<file path="config.mk">
export PLATFORM = sky130hd
export DESIGN_NAME = counter_sequencer
export DESIGN_NICKNAME = d
export VERILOG_FILES = /design/src/rtl/counter_sequencer_pkg.sv /design/src/rtl/counter_sequencer_count_core.sv /design/src/rtl/counter_sequencer.sv
export SDC_FILE = /design/constraint.sdc
export NUM_CORES = 1
export LEC_CHECK = 0
export CORE_MARGIN = 5
export CORE_UTILIZATION = 53
export CTS_BUF_LIST = sky130_fd_sc_hd__clkbuf_2 sky130_fd_sc_hd__clkbuf_4 sky130_fd_sc_hd__clkbuf_8
export DETAILED_ROUTE_END_ITERATION = 8
export HOLD_SLACK_MARGIN = 0.15
export MAX_ROUTING_LAYER = met4
export PLACE_DENSITY = 0.88
export SYNTH_ARGS = -nofsm -noshare
export SYNTH_HDL_FRONTEND = slang
export SYNTH_SLANG_ARGS = --single-unit
</file>
<file path="constraint.sdc">
create_clock -name clk -period 2.8 [get_ports clk]
set_input_delay 0.56 -clock clk [delete_from_list [all_inputs] [get_ports clk]]
set_output_delay 0.56 -clock clk [all_outputs]
set_load 0.01 [all_outputs]
</file>
<file path="src/rtl/counter_sequencer_pkg.sv">
`default_nettype none
// +-----------------------------------------------------------------+
// | counter_sequencer_pkg: shared state and mode encodings          |
// | Rev 1.0 - initial release                                       |
// +-----------------------------------------------------------------+
package counter_sequencer_pkg;

  typedef enum logic [1:0] {
    ST_IDLE  = 2'd0,
    ST_RUN   = 2'd1,
    ST_PAUSE = 2'd2
  } state_t;

  localparam logic MODE_ONESHOT  = 1'b0;
  localparam logic MODE_PERIODIC = 1'b1;

endpackage
`default_nettype wire

</file>
<file path="src/rtl/counter_sequencer_count_core.sv">
`default_nettype none
// +-----------------------------------------------------------------+
// | count_core: WIDTH-bit synchronous up-counter, clear beats enable |
// | Rev 1.0 - initial release                                       |
// +-----------------------------------------------------------------+
module count_core #(
  parameter int WIDTH = 4
) (
  input  logic             clk,
  input  logic             rst_n,
  input  logic             en,
  input  logic             clr,
  output logic [WIDTH-1:0] q
);

  logic [WIDTH-1:0] r_q;

  always_ff @(posedge clk or negedge rst_n) begin
    if (!rst_n) begin
      r_q <= '0;
    end else if (clr) begin
      r_q <= '0;
    end else if (en) begin
      r_q <= r_q + 1'b1;
    end
  end

  assign q = r_q;

endmodule
`default_nettype wire

</file>
<file path="src/rtl/counter_sequencer.sv">
`default_nettype none
// +-----------------------------------------------------------------+
// | counter_sequencer: start/pause/clear FSM with prescaler driving |
// | a count_core datapath. Rev 1.0 - initial release                |
// +-----------------------------------------------------------------+
module counter_sequencer
  import counter_sequencer_pkg::*;
#(
  parameter int WIDTH = 4,
  parameter int PRE_W = 4
) (
  input  logic             clk,
  input  logic             rst_n,
  input  logic             start,
  input  logic             stop,
  input  logic             clear,
  input  logic             mode,
  input  logic [WIDTH-1:0] limit,
  input  logic [PRE_W-1:0] prescale,
  output logic [WIDTH-1:0] q,
  output logic             busy,
  output logic             paused,
  output logic             done
);

  state_t           r_state, w_state_nxt;
  logic [PRE_W-1:0] r_pre, w_pre_nxt;
  logic [WIDTH-1:0] r_limit;
  logic [PRE_W-1:0] r_prescale;
  logic             r_mode;
  logic             r_done, w_done_nxt;
  logic             r_busy, r_paused;
  logic             w_latch, w_cnt_en, w_cnt_clr;
  logic [WIDTH-1:0] w_q;

  always_ff @(posedge clk or negedge rst_n) begin
    if (!rst_n) begin
      r_state    <= ST_IDLE;
      r_pre      <= '0;
      r_limit    <= '0;
      r_prescale <= '0;
      r_mode     <= MODE_ONESHOT;
      r_done     <= 1'b0;
      r_busy     <= 1'b0;
      r_paused   <= 1'b0;
    end else begin
      r_state  <= w_state_nxt;
      r_pre    <= w_pre_nxt;
      r_done   <= w_done_nxt;
      r_busy   <= (w_state_nxt != ST_IDLE);
      r_paused <= (w_state_nxt == ST_PAUSE);
      if (w_latch) begin
        r_limit    <= limit;
        r_prescale <= prescale;
        r_mode     <= mode;
      end
    end
  end

  always_comb begin
    w_state_nxt = r_state;
    w_pre_nxt   = r_pre;
    w_done_nxt  = 1'b0;
    w_latch     = 1'b0;
    w_cnt_en    = 1'b0;
    w_cnt_clr   = 1'b0;
    if (clear) begin
      w_state_nxt = ST_IDLE;
      w_pre_nxt   = '0;
      w_cnt_clr   = 1'b1;
    end else begin
      case (r_state)
        ST_IDLE: begin
          if (start) begin
            w_latch     = 1'b1;
            w_cnt_clr   = 1'b1;
            w_pre_nxt   = '0;
            w_state_nxt = ST_RUN;
          end
        end
        ST_RUN: begin
          if (stop) begin
            w_state_nxt = ST_PAUSE;
          end else if (r_pre == r_prescale) begin
            // step edge: either advance or hit the terminal count
            w_pre_nxt = '0;
            if (w_q != r_limit) begin
              w_cnt_en = 1'b1;
            end else begin
              w_done_nxt = 1'b1;
              if (r_mode == MODE_PERIODIC) begin
                w_cnt_clr = 1'b1;
              end else begin
                w_state_nxt = ST_IDLE;
              end
            end
          end else begin
            w_pre_nxt = r_pre + 1'b1;
          end
        end
        ST_PAUSE: begin
          if (start) begin
            w_state_nxt = ST_RUN;
          end
        end
        default: begin
          w_state_nxt = ST_IDLE;
          w_pre_nxt   = '0;
          w_cnt_clr   = 1'b1;
        end
      endcase
    end
  end

  count_core #(
    .WIDTH (WIDTH)
  ) u_count_core (
    .clk   (clk),
    .rst_n (rst_n),
    .en    (w_cnt_en),
    .clr   (w_cnt_clr),
    .q     (w_q)
  );

  assign q      = w_q;
  assign busy   = r_busy;
  assign paused = r_paused;
  assign done   = r_done;

endmodule
`default_nettype wire

</file>
==> key figures, run 1 <==
Synth
  • Yosys top cell by area: dfrtp_1
  • Syn_area_per_cell: 12.01 sq um
  • Synth top area cells: dfrtp_1 (49%), mux2_2 (10%), o31ai_1 (3.3%)
  • Distinct cell type count after synthesis: 30
  • Post-synth EDFFs: 0
  • Yosys top cell area share: between 40% and 50%
  • Syn Inst Count: 94
  • Synth Net Count: 110
  • Yosys Warn Count: 0
  • Top_reg_cell synth: dfrtp_1
  • Ys async rst share: 100.0%
  • Syn Std Cell Area: between 1000 and 1500 sq um
  • Sequential share of the synthesized area: approximately half
  • Seq cells post-synth: 22

STA
  • Setup TNS: 0 ns
  • Final setup viols: 0
  • Final hold vios: 0
  • Rel. slew slack: between 50% and 60%
  • Fin crit share: between 80% and 90%
  • RSZ-0062 raised after global routing: false
  • Final Critical Period: ~2.2 ns
  • Worst-margin pin slew: about 0.64 ns
  • Pins Over Slew Limit: 0
  • Max Freq: approximately 450 MHz
  • Worst Clk Skew: approximately 0.0057 ns

Pwr
  • Leakage dissipation: approximately 0.58 nW
  • VDD IR-drop max: 0.4349 mV
  • Power per Cell Area: between 400 and 500 nW/um^2

Worst hold path
  • Number of cells on the worst hold path: 1
  • Worst hold start: r_prescale[0]
  • Hold Path Class: flip-flop to flip-flop
  • Hold path endpoint: r_prescale[0]

Die
  • FP Rows: 16
  • IO Pins: 21
  • DIE AREA: ~3200 sq um
  • Initial core utilization: approximately 56%
  • CORE AREA: approximately 2000 sq um
  • Die Ht: between 50 and 60 um
  • Chip width: about 56 um

Final layout
  • Nets: roughly 140
  • Filler instances: between 100 and 150
  • Share of cells above drive strength 1: between 15 and 20%
  • P&R area growth vs syn: 24.94%
  • Diodes inserted: 0
  • Final core occ: a little over two thirds

CTS
  • PostCTS Resize Cnt: 0
  • Clock latency on the worst-skew pair: 0.32 ns
  • Clock root buffer: clkbuf_4
  • CTS buffer count: 3
  • H-tree Lvls: 1
  • CTS tree: built
  • Setup bufs post-CTS: 0
  • Clk sinks: 22
  • Hold buffers post-CTS: 0
  • Clk slew on worst S/H paths: between 0.1 and 0.15 ns
  • Bufs on Longest Clock Path: 2

Placed design
  • Routability cong.: around 0.78
  • HPWL after detailed placement: a little under 2000 um
  • IO Port Bufs: 20

Global routing
  • Global-route wire length before repair: between 4000 and 5000 um
  • Initial antenna violation count: 0
  • GRT Total Usage: 18.16%
  • Vias in the first global route: approximately 930
  • Largest net degree at the start of global routing: 23
  • Remaining Overflow, GRT: 0

Drt
  • Initial DRC count: 20
  • Overall routed net length: 2598 um
  • Final ANT Viol Nets: 0
  • DRC: 0
  • Vias per inst: 6.041
  • WL/cell: between 15 and 20 um
  • Via count: between 800 and 900
  • Initial DRT Pass Iterations: 4

Worst setup path
  • Worst-path fanout max: 5
  • Depth of the worst register-to-register path: 4
  • Worst path required time: about 3.0 ns
  • Critical R2R Capture: u_count_core.q[2]
  • Critical Path AT: approximately 2.5 ns
  • Worst Setup End Kind: flip-flop
  • R2R Path Start: r_pre[0]
  • Startpoint types: primary input
  • Critical path type: primary input to flip-flop
  • Worst reg-to-reg setup slack: 0.72 ns

Status
  • Status: finished clean

Job
  • Max-Cap Viols: 0
[routing by layer]
metal	wire length [um]	vias to the layer above	global-route usage [%]	share of wire, %
met5	0	-	-	0
met4	75	0	13.90	2.9
met3	90	7	2.784	3.5
met2	1367	23	29.38	53
met1	1064	437	19.85	41
li1	-	415	-	-
[through the flow]
step / instances / cell area (sq um) / worst slack (ns) / total power [mW] / hold WS, ns
2_1_floorplan: 94 / 1129 / 0.7968 / 0.4674 / 0.2644
3_3_place_gp: 142 / 1374 / 0.4892 / 0.5106 / 0.5132
3_5_place_dp: 142 / 1374 / 0.2495 / 0.5236 / 0.5226
4_1_cts: 146 / 1410 / 0.5800 / 0.7014 / 0.5425
5_1_grt: 146 / 1410 / 0.4725 / 0.7324 / 0.5685
6_report: 146 / 1410 / 0.5554 / 0.6972 / 0.5395
[critical path, cell delays in order]
cell,delay [ns]
clkdlybuf4s50_1,0.48
nor3b_1,0.58
nand4_1,0.22
or4_1,0.42
a211oi_1,0.22
[state kept, by name, summed over array words and instances (netlist names)]
signal / count
r_limit: 4
r_pre: 4
r_prescale: 4
u_count_core.q: 4
r_state: 2
busy: 1
done: 1
paused: 1
r_mode: 1
[worst max path at each step]
stage	startpoint	to	slack, ns	cells past startpoint
after floorplan	r_pre[0]	u_count_core.q[2]	0.80	5
after global placement	stop	u_count_core.q[3]	0.49	5
after detailed placement	stop	u_count_core.q[3]	0.25	5
after CTS	stop	u_count_core.q[3]	0.58	5
after global routing	stop	u_count_core.q[2]	0.47	5
final	stop	u_count_core.q[3]	0.56	5
[cells in the final DEF (no fill, tap or decap), types with 3 or more instances in the layout]
| cell | instances |
|---|---|
| clkdlybuf4s50_1 | 20 |
| mux2_2 | 10 |
| a21oi_1 | 4 |
| nand2b_1 | 3 |
| buf_4 | 4 |
| or4_1 | 3 |
| nor2b_1 | 4 |
| nand4_1 | 3 |
| xor2_1 | 4 |
| clkbuf_4 | 3 |
| a211oi_1 | 4 |
| o31ai_1 | 5 |
| a22o_1 | 3 |
| dfrtp_1 | 22 |
| xnor2_1 | 4 |
[report_power, final]
group	switching (mW)	internal, mW	total, mW
Clock	0.0980	0.0796	0.178
Sequential	0.0277	0.349	0.377
Combinational	0.0673	0.0752	0.143
Total	0.193	0.504	0.697
[cells in the mapped netlist (3+ instances only)]
| library cell | count |
|---|---|
| a21oi_1 | 4 |
| nand4_1 | 3 |
| nor2b_1 | 4 |
| dfrtp_1 | 22 |
| mux2_2 | 10 |
| nand2b_1 | 3 |
| xnor2_1 | 4 |
| a211oi_1 | 4 |
| xor2_1 | 4 |
| o31ai_1 | 5 |
| a22o_1 | 3 |
| or4_1 | 3 |
[final cells by class]
cell class	instances	area (sq um)	share of cell area (%)
multi-input combinational	69	559.3	39.66
timing repair buffer	24	230.2	16.33
tap	27	33.78	2.396
sequential	22	550.5	39.04
clock buffer	4	36.28	2.573
[cells by family (layout without fill, tap and decap cells)]
logic type      after synthesis  in the layout  share of synthesized area [%]
buf+inv                       3             28                          1.663
flops                        22             22                          48.78
compound gates               22             22                          14.41
fa+ha+maj                     2              2                          2.217
simple gates                 27             27                          16.74
xor+xnor                      8              8                          6.208
mux                          10             10                          9.978
Note: power is estimated with default switching activity, not from simulation.
==> run 2, diff against run 1 <==
--- a/config.mk
+++ b/config.mk
@@ -6,12 +6,12 @@
 export NUM_CORES = 1
 export LEC_CHECK = 0
 export CORE_MARGIN = 5
-export CORE_UTILIZATION = 53
+export CORE_UTILIZATION = 48
 export CTS_BUF_LIST = sky130_fd_sc_hd__clkbuf_2 sky130_fd_sc_hd__clkbuf_4 sky130_fd_sc_hd__clkbuf_8
 export DETAILED_ROUTE_END_ITERATION = 8
 export HOLD_SLACK_MARGIN = 0.15
 export MAX_ROUTING_LAYER = met4
-export PLACE_DENSITY = 0.88
+export PLACE_DENSITY = 0.84
 export SYNTH_ARGS = -nofsm -noshare
 export SYNTH_HDL_FRONTEND = slang
 export SYNTH_SLANG_ARGS = --single-unit
==> constraint.sdc (replaced) <==
create_clock -name clk -period 1.9 [get_ports clk]
set_input_delay 0.38 -clock clk [delete_from_list [all_inputs] [get_ports clk]]
set_output_delay 0.38 -clock clk [all_outputs]
set_load 0.01 [all_outputs]
==> key figures, run 2 (synthesized netlist as in run 1, its figures left out) <==
Status
  • Status: finished with violations (was finished clean)
  • Failing checks: negative setup slack

Placed design
  • Placed Area: 1473 sq um (was 1374 sq um)
  • Routability cong.: 0.8303 (was 0.7805)
  • HPWL after detailed placement: 1890 um (was 1952 um)
  • Placed cell count: 156 (was 142)
  • Pre-CTS setup slack: -0.1032 ns (was 0.2495 ns)
  • IO Port Bufs: 20 (unchanged)

Worst setup path
  • Worst-path cell chain: xor2_1 > or4_4 > or4_4 > a211oi_2 (was clkdlybuf4s50_1 > nor3b_1 > nand4_1 > or4_1 > a211oi_1)
  • Depth of the worst register-to-register path: 4 (unchanged)
  • Worst path required time: 2.12 ns (was 3.04 ns)
  • Critical Path Slowest Stage Cell: or4_4 (was nor3b_1)
  • Critical Path AT: 2.18 ns (was 2.48 ns)
  • Startpoint types: flip-flop (was primary input)
  • Worst Setup End Kind: flip-flop (unchanged)
  • Worst reg-to-reg setup slack: -0.06 ns (was 0.72 ns)
  • Max stage delay on crit path: 0.58 ns (about the same)
  • Top cell by count, worst path: or4_4
  • Worst-path fanout max: 6 (was 5)
  • R2R Path Start: r_pre[1] (was r_pre[0])
  • Critical path type: flip-flop to flip-flop (was primary input to flip-flop)
  • Crit path max-delay family: simple AND/OR/NAND/NOR gates (unchanged)
  • CP bufs+invs: 0 (was 1)
  • Critical R2R Capture: u_count_core.q[3] (was u_count_core.q[2])

Die
  • Chip width: 58.49 um (was 56.15 um)
  • FP Rows: 17 (was 16)
  • IO Pins: 21 (unchanged)
  • DIE AREA: 3421 sq um (was 3152 sq um)
  • Die Ht: 58.49 um (was 56.15 um)
  • CORE AREA: 2233 sq um (was 2002 sq um)
  • Initial core utilization: 50.53% (was 56.37%)

STA
  • Max Freq: 509.4 MHz
  • Final hold vios: 0 (unchanged)
  • PnR worst setup slack: -0.06319 ns (was 0.5554 ns)
  • RSZ-0062 raised after global routing: true (was false)
  • Worst hold slack: 0.4056 ns (was 0.5395 ns)
  • Fin crit share: 103.3%
  • Pins Over Slew Limit: 0 (unchanged)
  • Final Critical Period: 1.963 ns
  • Worst Clk Skew: 0.003550 ns (was 0.005699 ns)
  • Final setup viols: 3 (was 0)
  • Rel. slew slack: 70.63% (was 56.75%)
  • Setup TNS: -0.1028 ns (was 0 ns)
  • Worst-margin pin slew: 0.4397 ns (was 0.6428 ns)

Drt
  • DRC: 0 (unchanged)
  • Via count: 929 (was 882)
  • Vias per inst: 5.735 (was 6.041)
  • Final ANT Viol Nets: 0 (unchanged)
  • Initial DRC count: 6 (was 20)
  • Overall routed net length: 2659 um (was 2598 um)
  • WL/cell: 16.41 um (was 17.79 um)
  • Initial DRT Pass Iterations: 4 (unchanged)

CTS
  • Clk sinks: 22 (unchanged)
  • CTS tree: built (unchanged)
  • Clk slew on worst S/H paths: 0.12 ns (about the same)
  • Bufs on Longest Clock Path: 2 (unchanged)
  • Clock latency on the worst-skew pair: 0.30 ns (was 0.32 ns)
  • Clock root buffer: clkbuf_4 (unchanged)
  • Hold buffers post-CTS: 0 (unchanged)
  • H-tree Lvls: 1 (unchanged)
  • CTS buffer count: 3 (unchanged)

Final layout
  • Nets: 152 (was 136)
  • Area of the multi-input gates: 586.8 sq um (was 559.3 sq um)
  • Reg area: 550.5 sq um (unchanged)
  • Most common cell after layout, fill and taps aside: dfrtp_1 (unchanged)
  • Finished Cell Area: 1549 sq um (was 1410 sq um)
  • Most frequent cells in the layout: dfrtp_1 (22), clkdlybuf4s50_1 (20), buf_4 (19) (was dfrtp_1 (22), clkdlybuf4s50_1 (20), mux2_2 (10))
  • P&R area growth vs syn: 37.25% (was 24.94%)
  • Filler instances: 179 (was 148)
  • Final core occ: 69.36% (was 70.44%)
  • Share of cells above drive strength 1: 32.09% (was 18.49%)
  • Diodes inserted: 0 (unchanged)
  • Post-Layout Cell Count: 162 (was 146)

Pwr
  • Power per Cell Area: 653.7 nW/um^2 (was 494.5 nW/um^2)
  • Leakage dissipation: 0.6553 nW (was 0.5778 nW)
  • VDD IR-drop max: 0.5247 mV (was 0.4349 mV)
  • Pwr Total: 1.013 mW (was 697.2 uW)

Global routing
  • Largest net degree at the start of global routing: 23 (unchanged)
  • Initial antenna violation count: 0 (unchanged)
  • Remaining Overflow, GRT: 0 (unchanged)
  • Global-route wire length before repair: 4347 um (was 4243 um)
  • GRT Total Usage: 17.16% (was 18.16%)
  • Vias in the first global route: 989 (was 927)

Job
  • Max-Cap Viols: 0 (unchanged)

Worst hold path
  • Hold Path Class: primary input to async pin (was flip-flop to flip-flop)
## run 2: cell types whose count changed in the layout (fill, tap and decap cells not counted), sizes merged
cell | before | now
clkbuf | 4 | 3
buf | 4 | 20
## run 2: power breakdown
part / internal (mW) / switching, mW / total (mW)
logic: 0.138 / 0.108 / 0.246
clock network: 0.0739 / 0.137 / 0.211
registers: 0.515 / 0.0405 / 0.555
total: 0.727 / 0.286 / 1.01
## run 2: metal layers
| metal | global-route usage (%) | part of all wire (%) |
|---|---|---|
| met1 | 19.48 | 39 |
| met2 | 28.87 | 55 |
| met3 | 2.632 | 2.7 |
| met4 | 9.272 | 3.0 |
| met5 | - | 0 |
## run 2: how the worst max path moves through the flow
| stage | startpoint | slack, ns | endpoint | cells after the start |
|---|---|---|---|---|
| finish | r_pre[1] | -0.06 | u_count_core.q[3] | 4 |
| global route | r_pre[2] | -0.09 | u_count_core.q[3] | 4 |
| CTS | r_prescale[0] | -0.02 | u_count_core.q[3] | 4 |
| detailed placement | stop | -0.10 | u_count_core.q[3] | 6 |
| global placement | stop | -0.06 | u_count_core.q[3] | 6 |
| floorplan | r_pre[2] | 0.003 | u_count_core.q[0] | 5 |
## run 2: area by class of cell
| class | count | share of cell area (%) |
|---|---|---|
| Sequential cell | 22 | 35.54 |
| Multi-Input combinational cell | 69 | 37.88 |
| Timing Repair Buffer | 40 | 22.86 |
| Clock buffer | 3 | 1.454 |
| Tap cell | 28 | 2.262 |
## run 2: what timing repair did
action                     4_1_cts  5_1_grt
buffers inserted                 2        1
cloned                           0        0
gates resized for setup          5        2
setup endpoints to repair        3        7
pin swaps                        3        2
